## src/rtl/mem_bus_arbiter_pkg.sv

```systemverilog
// Shared types and constants for the N-master memory bus arbiter: FSM state
// encodings, arbitration mode codes and an index-width helper.
package mem_bus_arbiter_pkg;

  typedef enum logic [1:0] {
    ST_IDLE  = 2'd0,
    ST_ISSUE = 2'd1,
    ST_WAIT  = 2'd2,
    ST_ACK   = 2'd3
  } state_e;

  localparam logic PRIO_RR    = 1'b0;
  localparam logic PRIO_FIXED = 1'b1;

  // Index width for a master count; never narrower than one bit.
  function automatic int unsigned idx_w(input int unsigned n);
    return (n < 32'd2) ? 32'd1 : $clog2(n);
  endfunction

endpackage

```

## src/rtl/mem_bus_arbiter_rr_arbiter.sv

```systemverilog
// Combinational request picker: round-robin from a pointer or fixed priority
// (index 0 highest), returning a one-hot grant and its binary index.
module rr_arbiter
  import mem_bus_arbiter_pkg::*;
#(
  parameter int N  = 4,
  parameter int IW = 2
) (
  input  logic [N-1:0]  i_req,
  input  logic [IW-1:0] i_ptr,
  input  logic          i_mode,
  output logic [N-1:0]  o_grant,
  output logic [IW-1:0] o_idx,
  output logic          o_any
);

  logic [IW-1:0] w_cand;
  logic          w_hit;

  // Walk candidates in priority order; the first requester found wins.
  always_comb begin
    o_grant = '0;
    o_idx   = '0;
    o_any   = 1'b0;
    w_cand  = '0;
    w_hit   = 1'b0;
    for (int k = 0; k < N; k++) begin
      w_cand = (i_mode == PRIO_FIXED) ? IW'(k) : IW'((int'(i_ptr) + k) % N);
      w_hit  = !o_any && i_req[w_cand];
      o_grant[w_cand] = o_grant[w_cand] | w_hit;
      o_idx  = w_hit ? w_cand : o_idx;
      o_any  = o_any | w_hit;
    end
  end

endmodule

```

## src/rtl/mem_bus_arbiter.sv

```systemverilog
// N-master to single-slave memory bus arbiter, one transaction in flight.
// Optional watchdog enabled by defining MEM_BUS_ARB_TIMEOUT_EN.
module mem_bus_arbiter
  import mem_bus_arbiter_pkg::*;
#(
  parameter int NUM_MASTERS    = 4,
  parameter int ADDR_W         = 24,
  parameter int DATA_W         = 32,
  parameter int PRIO_MODE      = 0,
  parameter int TIMEOUT_CYCLES = 255
) (
  input  logic                            clk,
  input  logic                            rst_n,
  input  logic [NUM_MASTERS-1:0]          m_req,
  input  logic [NUM_MASTERS-1:0]          m_we,
  input  logic [NUM_MASTERS*ADDR_W-1:0]   m_addr,
  input  logic [NUM_MASTERS*DATA_W-1:0]   m_wdata,
  input  logic [NUM_MASTERS*DATA_W/8-1:0] m_wmask,
  output logic [NUM_MASTERS-1:0]          m_ack,
  output logic [DATA_W-1:0]               m_rdata,
  output logic                            s_valid,
  input  logic                            s_ready,
  output logic                            s_we,
  output logic [ADDR_W-1:0]               s_addr,
  output logic [DATA_W-1:0]               s_wdata,
  output logic [DATA_W/8-1:0]             s_wmask,
  input  logic                            s_done,
  input  logic [DATA_W-1:0]               s_rdata,
  output logic                            err
);

  localparam int   IW   = idx_w(NUM_MASTERS);
  localparam int   MW   = DATA_W / 8;
  localparam logic MODE = (PRIO_MODE == 1) ? PRIO_FIXED : PRIO_RR;

  state_e                 r_state;
  state_e                 w_state_nxt;
  logic [IW-1:0]          r_gidx;
  logic [NUM_MASTERS-1:0] r_grant;
  logic [IW-1:0]          r_ptr;
  logic                   r_s_valid;
  logic                   r_s_we;
  logic [ADDR_W-1:0]      r_s_addr;
  logic [DATA_W-1:0]      r_s_wdata;
  logic [MW-1:0]          r_s_wmask;
  logic [NUM_MASTERS-1:0] r_ack;
  logic [DATA_W-1:0]      r_rdata;
  logic                   r_err;

  logic [NUM_MASTERS-1:0] w_grant;
  logic [IW-1:0]          w_idx;
  logic                   w_any;
  logic                   w_complete;
  logic                   w_timeout_hit;
  logic                   w_enter_ack;

  rr_arbiter #(
    .N  (NUM_MASTERS),
    .IW (IW)
  ) u_arb (
    .i_req   (m_req),
    .i_ptr   (r_ptr),
    .i_mode  (MODE),
    .o_grant (w_grant),
    .o_idx   (w_idx),
    .o_any   (w_any)
  );

  assign w_complete = ((r_state == ST_ISSUE) && s_ready && s_done) ||
                      ((r_state == ST_WAIT) && s_done);

`ifdef MEM_BUS_ARB_TIMEOUT_EN
  localparam int CNT_W = $clog2(TIMEOUT_CYCLES + 1);
  logic [CNT_W-1:0] r_cnt;

  assign w_timeout_hit = ((r_state == ST_ISSUE) || (r_state == ST_WAIT)) && !w_complete &&
                         (r_cnt == CNT_W'(TIMEOUT_CYCLES - 1));

  // Watchdog: counts cycles spent waiting on the slave, restarts for each grant.
  always_ff @(posedge clk or negedge rst_n) begin
    if (!rst_n) begin
      r_cnt <= '0;
    end else if (r_state == ST_IDLE) begin
      r_cnt <= '0;
    end else if ((r_state == ST_ISSUE) || (r_state == ST_WAIT)) begin
      r_cnt <= r_cnt + 1'b1;
    end else begin
      r_cnt <= r_cnt;
    end
  end
`else
  assign w_timeout_hit = 1'b0;
`endif

  // Next-state logic; completion takes precedence over the watchdog.
  always_comb begin
    w_state_nxt = r_state;
    case (r_state)
      ST_IDLE:  w_state_nxt = w_any ? ST_ISSUE : ST_IDLE;
      ST_ISSUE: begin
        if (s_ready && s_done) begin
          w_state_nxt = ST_ACK;
        end else if (w_timeout_hit) begin
          w_state_nxt = ST_ACK;
        end else if (s_ready) begin
          w_state_nxt = ST_WAIT;
        end else begin
          w_state_nxt = ST_ISSUE;
        end
      end
      ST_WAIT:  w_state_nxt = (s_done || w_timeout_hit) ? ST_ACK : ST_WAIT;
      ST_ACK:   w_state_nxt = ST_IDLE;
      default:  w_state_nxt = ST_IDLE;
    endcase
  end

  assign w_enter_ack = (w_state_nxt == ST_ACK) && (r_state != ST_ACK);

  // State, frozen grant, slave command fields and master response registers.
  always_ff @(posedge clk or negedge rst_n) begin
    if (!rst_n) begin
      r_state   <= ST_IDLE;
      r_gidx    <= '0;
      r_grant   <= '0;
      r_ptr     <= '0;
      r_s_valid <= 1'b0;
      r_s_we    <= 1'b0;
      r_s_addr  <= '0;
      r_s_wdata <= '0;
      r_s_wmask <= '0;
      r_ack     <= '0;
      r_rdata   <= '0;
      r_err     <= 1'b0;
    end else begin
      r_state <= w_state_nxt;
      r_ack   <= '0;
      r_err   <= 1'b0;
      case (r_state)
        ST_IDLE: begin
          if (w_any) begin
            r_gidx    <= w_idx;
            r_grant   <= w_grant;
            r_s_valid <= 1'b1;
            r_s_we    <= m_we[w_idx];
            r_s_addr  <= m_addr[w_idx*ADDR_W +: ADDR_W];
            r_s_wdata <= m_wdata[w_idx*DATA_W +: DATA_W];
            r_s_wmask <= m_wmask[w_idx*MW +: MW];
          end
        end
        ST_ISSUE: begin
          if (s_ready || w_timeout_hit) begin
            r_s_valid <= 1'b0;
          end
        end
        ST_ACK: begin
          r_ptr <= (r_gidx == IW'(NUM_MASTERS - 1)) ? '0 : r_gidx + 1'b1;
        end
        default: ;
      endcase
      if (w_enter_ack) begin
        r_ack <= r_grant;
        if (w_timeout_hit) begin
          r_rdata <= '1;
          r_err   <= 1'b1;
        end else if (!r_s_we) begin
          r_rdata <= s_rdata;
        end
      end
    end
  end

  assign m_ack   = r_ack;
  assign m_rdata = r_rdata;
  assign s_valid = r_s_valid;
  assign s_we    = r_s_we;
  assign s_addr  = r_s_addr;
  assign s_wdata = r_s_wdata;
  assign s_wmask = r_s_wmask;
  assign err     = r_err;

endmodule

```

## config.mk

```make
export PLATFORM = sky130hd
export DESIGN_NAME = mem_bus_arbiter
export DESIGN_NICKNAME = d
export VERILOG_FILES = /design/src/rtl/mem_bus_arbiter_pkg.sv /design/src/rtl/mem_bus_arbiter_rr_arbiter.sv /design/src/rtl/mem_bus_arbiter.sv
export SDC_FILE = /design/constraint.sdc
export NUM_CORES = 1
export LEC_CHECK = 0
export BUFFER_PORTS_ARGS = -buffer_cell sky130_fd_sc_hd__buf_2
export CAP_MARGIN = 15
export CORE_AREA = 2 2 147 149
export DETAILED_ROUTE_END_ITERATION = 10
export DIE_AREA = 0 0 149 151
export PLACE_DENSITY = 0.68
export SYNTH_ARGS = -nofsm -noshare
export SYNTH_HDL_FRONTEND = slang
export SYNTH_SLANG_ARGS = --single-unit
```

## constraint.sdc

```tcl
create_clock -name clk -period 4.6 [get_ports clk]
set_input_delay 0.46 -clock clk [delete_from_list [all_inputs] [get_ports clk]]
set_output_delay 0.46 -clock clk [all_outputs]
set_load 0.05 [all_outputs]
```

==> impl_metrics.ini, run 1 <==
[clock_tree]
root_buffer = clkbuf_16
cts.repair.resized = 0
cts_tree = built
clk_latency_ns = 0.35
cts_buffer_depth = 2
cts_buffers = 9
cts_hold_buf = 0
cts.sink_count = 108
cts_setup_buffers = 0
path_clk_slew_ns = 0.08
cts.htree.levels = 3

[floorplan]
core.rowCount = 53
die_area_um2 = 22500
die_x_um = 149
start_util_pct = 30.6
placeableCoreArea_um2 = 20800
io-pin-count = 383
die_y_um = 151

[timing]
setup_tns_ns = 0
fmax_mhz = 245
fin_worst_skew_ns = 0.0100
setup_viol = 0
maxSlewHeadroom_pct = 42.4
worst_pin_slew_ns = 0.842
slew_violations = 0
hold_ws_ns = 0.202
rsz0062_at_grt = no
hold_violations = 0
period_share_pct = 88.6
period_minus_slack_ns = 4.08

[detailed_routing]
drc = 0
wl_per_cell_um = 17.7
ant_nets = 0
drtPass1Iterations = 4
vias = 6061
via_per_inst = 5.03
dr.first_iter.drc_count = 245
routed_wl_um = 21400

[worst_setup_path]
regToRegSetupSlack_ns = 0.52
cp.arrival_ns = 4.29
worstSetupPathType = reg -> reg
crit_required_ns = 4.81
slowest_delay_ns = 0.63
start_kind = flip-flop
cp.buffers_inverters = 3
cp_cell_sequence = inv_1 > ha_1 > mux2_1 > or4_1 > and2_4 > o311ai_4 > buf_12 > buf_12 > mux2i_1 > o221ai_1
crit_path_frequent_cell = buf_12
critPathTopFamily = buffers and inverters
cp_max_fo = 50
slowest_stage = ha_1
cp-end-kind = flip-flop

[synthesis]
ys_ff_latch = 108
synthFlopType = dfrtp_1
synthArstFlopShare_pct = 100
seq_area_frac_synth_pct = 42.4
netlist_instances = 571
syn-num-nets = 860
yosysUniqueCellTypes = 54
synth_edf_count = 0
synth_area_um2 = 6380
synth_warnings = 0
syn_avg_cell_area_um2 = 11.2

[place]
io_buffer_count = 381
gp_congestion = 0.907
hpwl_um = 16300

[global_route]
grt_pass1_wl_um = 31400
grt_remaining_overflow = 0
track_usage_pct = 17.8
grt_start_max_net_pins = 65
antenna_found_initial = 1
grt_pass1_vias = 5916

[final_layout]
drive_gt1_share_pct = 49.3
most-common-layout-cells = 380 x buf_2, 125 x mux2i_1, 108 x dfrtp_1
final_common_cell = buf_2
fin_nets = 1213
area_growth_pct = 36.9

[pwr]
leakage_nw = 4.59
power.density_nw_per_um2 = 921
ir_drop_mv = 0.480

[run]
maxCapViolations = 0

[min_path]
hold_path.class = in -> async

[run_status]
status = completed
-- cells by family after synthesis --
group	share of synthesized area (%)
simple gates	9.38
mux	27.4
flops	42.4
other cells	0.0588
compound gates	13.7
fa+ha+maj	0.981
buf+inv	6.10
-- state kept, by name (all words and copies together) (netlist names) --
signal,flops
s_wdata,32
r_ptr,2
s_addr,24
s_valid,1
m_rdata,32
r_state,2
r_gidx,2
r_grant,4
s_wmask,4
m_ack,4
s_we,1
-- cell type report --
| type | instances | area [µm²] |
|---|---|---|
| Clock buffer | 9 | 225 |
| Inverter | 9 | 33.8 |
| Timing Repair Buffer | 393 | 2050 |
| Multi-Input combinational cell | 403 | 3300 |
| Tap cell | 275 | 344 |
| Clock inverter | 7 | 67.6 |
| Fill cell | 2049 | 12100 |
| Sequential cell | 108 | 2700 |
| Antenna cell | 1 | 2.50 |
-- Yosys cell counts (2+ instances only) --
cell | n | area share, %
mux2i_1 | 125 | 20
dfrtp_1 | 108 | 42
nand2_1 | 81 | 4.8
o221ai_1 | 62 | 8.5
mux2_2 | 33 | 5.8
clkbuf_1 | 30 | 1.8
inv_1 | 9 | 0.53
buf_12 | 7 | 2.2
nor2_1 | 7 | 0.41
nor3_1 | 7 | 0.55
nand2b_1 | 6 | 0.59
nand3b_1 | 6 | 0.71
o211ai_1 | 6 | 0.71
o21ai_0 | 6 | 0.47
a211oi_1 | 5 | 0.59
and3_1 | 5 | 0.49
clkbuf_4 | 5 | 0.59
ha_1 | 5 | 0.98
nand3_1 | 5 | 0.39
a21oi_1 | 4 | 0.31
mux4_2 | 4 | 1.4
a31oi_1 | 3 | 0.29
buf_1 | 3 | 0.18
buf_4 | 3 | 0.35
a2111oi_0 | 2 | 0.27
a21boi_0 | 2 | 0.24
mux2_1 | 2 | 0.35
o31ai_1 | 2 | 0.24
or2_2 | 2 | 0.20
or3b_2 | 2 | 0.27
-- worst paths after layout --
check | startpoint | cells past startpoint | end
max in group asynchronous | rst_n | 2 | s_wdata[11]
min in group clk | s_rdata[17] | 2 | m_rdata[17]
hold / removal | rst_n | 1 | s_addr[10]
hold reg to reg | r_gidx[1] | 2 | r_gidx[1]
setup reg to reg | r_ptr[1] | 10 | s_wmask[0]
setup / recovery | r_ptr[1] | 10 | s_wmask[0]
-- power by group --
part / switching [mW] / internal [mW] / total [mW]
logic: 3.63 / 1.94 / 5.57
clock network: 0.393 / 0.383 / 0.776
registers: 0.261 / 1.44 / 1.70
total: 4.28 / 3.76 / 8.04
-- layer usage --
metal,GRT usage [%],share of wire (%),vias to the layer above
met4,4.05,1.3,0
met2,32.0,52,264
met5,0,0,-
li1,-,-,2869
met3,4.73,8.0,23
met1,21.4,39,2905
-- stage by stage --
step	worst slack, ns	total power [mW]	instance area, µm²	std cells	utilization, %
global placement	0.655	7.20	8430	1188	40.5
floorplan	1.24	6.24	6380	571	-
CTS	0.546	8.10	8730	1204	41.9
finish	0.524	8.04	8730	1205	41.9
detailed placement	0.562	7.30	8430	1188	40.5
global route	0.330	8.52	8730	1205	41.9
Note: power is estimated with default switching activity, not from simulation.
==> run 2: changes to the inputs <==
- REMOVE_ABC_BUFFERS: unset -> 1
==> impl_metrics.ini, run 2 (synthesized netlist as in run 1, its figures left out) <==
[place]
gp_congestion = 0.844
pre_cts_slack_ns = 0.448
hpwl_um = 16700
place_inst = 1185
placed_area_um2 = 8400
io_buffer_count = 381

[clock_tree]
path_clk_slew_ns = 0.08
cts.sink_count = 108
cts_buffer_depth = 2
clk_latency_ns = 0.35
cts.htree.levels = 3
cts_buffers = 9
cts_tree = built
cts_hold_buf = 0
root_buffer = clkbuf_16
cts.repair.resized = 0
cts_setup_buffers = 0

[worst_setup_path]
worst_r2r_startpoint = r_ptr[1]
critPathLaunch = r_ptr[1]
cp_max_fo = 94
worstSetupPathType = reg -> reg
cp-end-kind = flip-flop
cp.arrival_ns = 4.35
start_kind = flip-flop
crit_required_ns = 4.82

[final_layout]
fillers = 2041
fin_area_um2 = 8720
fin_nets = 1210
multiInputGateArea_um2 = 3300
insertedDiodeCount = 0
final_core_util_pct = 41.9
final_cell_count_no_fill = 1201
final_common_cell = buf_2
area_growth_pct = 36.7
seq_area_um2 = 2700
drive_gt1_share_pct = 49.1
most-common-layout-cells = 380 x buf_2, 125 x mux2i_1, 108 x dfrtp_1

[run]
maxCapViolations = 0

[pwr]
power.density_nw_per_um2 = 923
ir_drop_mv = 0.657
leakage_nw = 4.59
power.total_mw = 8.05

[detailed_routing]
ant_nets = 0
wl_per_cell_um = 18.1
via_per_inst = 5.02
dr.first_iter.drc_count = 308
routed_wl_um = 21700
drtPass1Iterations = 4
drc = 0
vias = 6035

[global_route]
grt_pass1_vias = 5735
grt_pass1_wl_um = 31300
antenna_found_initial = 0
grt_start_max_net_pins = 95
track_usage_pct = 17.9
grt_remaining_overflow = 0

[floorplan]
die_y_um = 151
core.rowCount = 53
die_area_um2 = 22500
die_x_um = 149
placeableCoreArea_um2 = 20800
start_util_pct = 30.6
io-pin-count = 383

[timing]
fin_worst_skew_ns = 0.0117
period_share_pct = 89.7
slew_violations = 0
setup_tns_ns = 0
hold_violations = 0
fmax_mhz = 242
maxSlewHeadroom_pct = 28.8
rsz0062_at_grt = no
setup_slack_ns = 0.472
period_minus_slack_ns = 4.13
setup_viol = 0
hold_ws_ns = 0.189
worst_pin_slew_ns = 1.04

[run_status]
status = completed

[min_path]
hold_path.class = in -> async
-- run 2: cell type report --
type                            count  share of cell area (%)
Timing Repair Buffer              390                    23.1
Inverter                            9                   0.387
Sequential cell                   108                    31.0
Clock buffer                        9                    2.58
Clock inverter                      7                    1.10
Multi-Input combinational cell    403                    37.9
Tap cell                          275                    3.95
-- run 2: worst paths after layout --
kind | slack, ns | end | cells past startpoint
max | 0.47 | s_wmask[1] | 9
min | 0.19 | m_rdata[11] | 1
max reg2reg | 0.47 | s_wmask[1] | 9
min reg2reg | 0.48 | s_valid | 2
max in group asynchronous | 3.29 | s_addr[3] | 2
min in group clk | 0.34 | m_rdata[6] | 2
-- run 2: per-layer routing --
metal	track usage, %	vias up	share of wire, %
met3	3.22	21	6.0
met1	23.1	2935	42
li1	-	2857	-
met4	5.00	0	1.5
met5	0	-	0
met2	30.7	222	51
-- run 2: where the power goes --
part	total, mW	internal (mW)	switching, mW	leakage [nW]
sequential	1.69	1.44	0.257	1.32
combinational	5.50	1.90	3.60	3.11
clock	0.857	0.482	0.374	0.161
-- run 2: critical path, cell delays in order, from the launching register on --
cell and delay (ns):
dfrtp_1 0.60, inv_1 0.18, ha_1 0.60, mux2_1 0.35
or4_1 0.52, and2_4 0.19, o311ai_4 0.30, buf_12 0.43
mux2i_1 0.44, o221ai_1 0.16
==> run 3: changes to the inputs <==
==> constraint.sdc (replaced) <==
create_clock -name clk -period 4.6 [get_ports clk]
set_input_delay 0.69 -clock clk [delete_from_list [all_inputs] [get_ports clk]]
set_output_delay 0.69 -clock clk [all_outputs]
set_load 0.05 [all_outputs]
==> impl_metrics.ini, run 3 (synthesized netlist as in run 1, its figures left out) <==
[run_status]
status = completed

[timing]
fin_worst_skew_ns = 0.00968
period_share_pct = 86.4
hold_ws_ns = 0.310
worst_pin_slew_ns = 1.10
slew_violations = 0
setup_viol = 0
hold_violations = 0
maxSlewHeadroom_pct = 26.8
fmax_mhz = 252
rsz0062_at_grt = no
period_minus_slack_ns = 3.98

[detailed_routing]
drtPass1Iterations = 5
routed_wl_um = 22100
wl_per_cell_um = 18.3
vias = 6028
dr.first_iter.drc_count = 378
ant_nets = 0
via_per_inst = 4.99
drc = 0

[place]
io_buffer_count = 381
hpwl_um = 17000
gp_congestion = 0.854
place_inst = 1191

[clock_tree]
cts_buffer_depth = 2
cts.htree.levels = 3
cts.repair.resized = 0
cts_hold_buf = 0
cts_tree = built
root_buffer = clkbuf_16
path_clk_slew_ns = 0.08
clk_latency_ns = 0.35
cts_setup_buffers = 0
cts_buffers = 9
cts.sink_count = 108

[worst_setup_path]
cp.arrival_ns = 4.20
critPathTopFamily = multiplexers
slowest_stage = ha_1
cp.buffers_inverters = 2
start_kind = flip-flop
cp-end-kind = flip-flop
cp_max_fo = 66
crit_required_ns = 4.82
worstSetupPathType = reg -> reg
cp_cell_sequence = inv_1 > ha_1 > mux2_1 > or4_1 > and2_4 > o311ai_4 > buf_12 > mux2i_1 > o221ai_1
slowest_delay_ns = 0.61

[final_layout]
seq_area_um2 = 2700
final_cell_count_no_fill = 1208
drive_gt1_share_pct = 49.5
final_core_util_pct = 41.9
multiInputGateArea_um2 = 3300
final_common_cell = buf_2
fin_nets = 1216
most-common-layout-cells = 380 x buf_2, 125 x mux2i_1, 108 x dfrtp_1
area_growth_pct = 36.8
fillers = 2020

[pwr]
ir_drop_mv = 0.511
power.total_mw = 8.03
power.density_nw_per_um2 = 921
leakage_nw = 4.59

[global_route]
grt_start_max_net_pins = 67
track_usage_pct = 18.3
grt_remaining_overflow = 0
antenna_found_initial = 2
grt_pass1_wl_um = 31800
grt_pass1_vias = 5652

[floorplan]
die_x_um = 149
core.rowCount = 53
die_area_um2 = 22500
io-pin-count = 383
start_util_pct = 30.6
placeableCoreArea_um2 = 20800
die_y_um = 151

[run]
maxCapViolations = 0

[min_path]
hold_path.class = in -> async
[run 3: changes by cell type in the layout (fill, tap and decap cells not counted)]
cell,change
buf_12,-1
clkinv_2,-2
diode_2,+1
bufinv_16,-2
buf_4,+7
inv_8,+3
inv_6,-1
clkinvlp_4,+2
[run 3: metal layers]
layer,global-route usage [%],part of all wire (%),up-vias
met1,23.7,41,2881
met3,3.89,6.7,26
met5,0,0.063,-
met2,31.3,51,246
met4,4.57,1.6,2
li1,-,-,2873
[run 3: area by class of cell]
cell class                 count  share of cell area (%)
clock inverter                 7                   0.760
antenna                        1                  0.0287
timing repair buffer         396                    23.5
tap                          275                    3.94
clock buffer                   9                    2.58
inverter                       9                   0.387
multi-input combinational    403                    37.9
sequential                   108                    31.0
[run 3: metrics by stage]
stage	setup WS, ns	instance area [µm²]	TNS (ns)
global route	0.342	8720	0
CTS	0.580	8720	0
detailed placement	0.584	8430	0
finish	0.624	8720	0
floorplan	-6.05	6020	-374.28
global placement	0.657	8430	0
[run 3: power breakdown]
| part | leakage (nW) | switching [mW] | internal [mW] | total, mW |
|---|---|---|---|---|
| Clock | 0.138 | 0.400 | 0.384 | 0.784 |
| Combinational | 3.14 | 3.65 | 1.91 | 5.56 |
| Sequential | 1.32 | 0.253 | 1.44 | 1.69 |
| Total | 4.59 | 4.30 | 3.73 | 8.03 |
[run 3: path summary, 6_finish.rpt]
path / start / endpoint / slack [ns] / cells past startpoint
max in group asynchronous: rst_n / m_rdata[16] / 3.28 / 2
min in group clk: s_wdata[22] / s_wdata[22] / 0.48 / 2
worst max register to register: r_ptr[1] / s_wmask[1] / 0.62 / 9
worst min register to register: s_wdata[22] / s_wdata[22] / 0.48 / 2
worst max-delay path: r_ptr[1] / s_wmask[1] / 0.62 / 9
worst min-delay path: rst_n / m_rdata[18] / 0.31 / 1
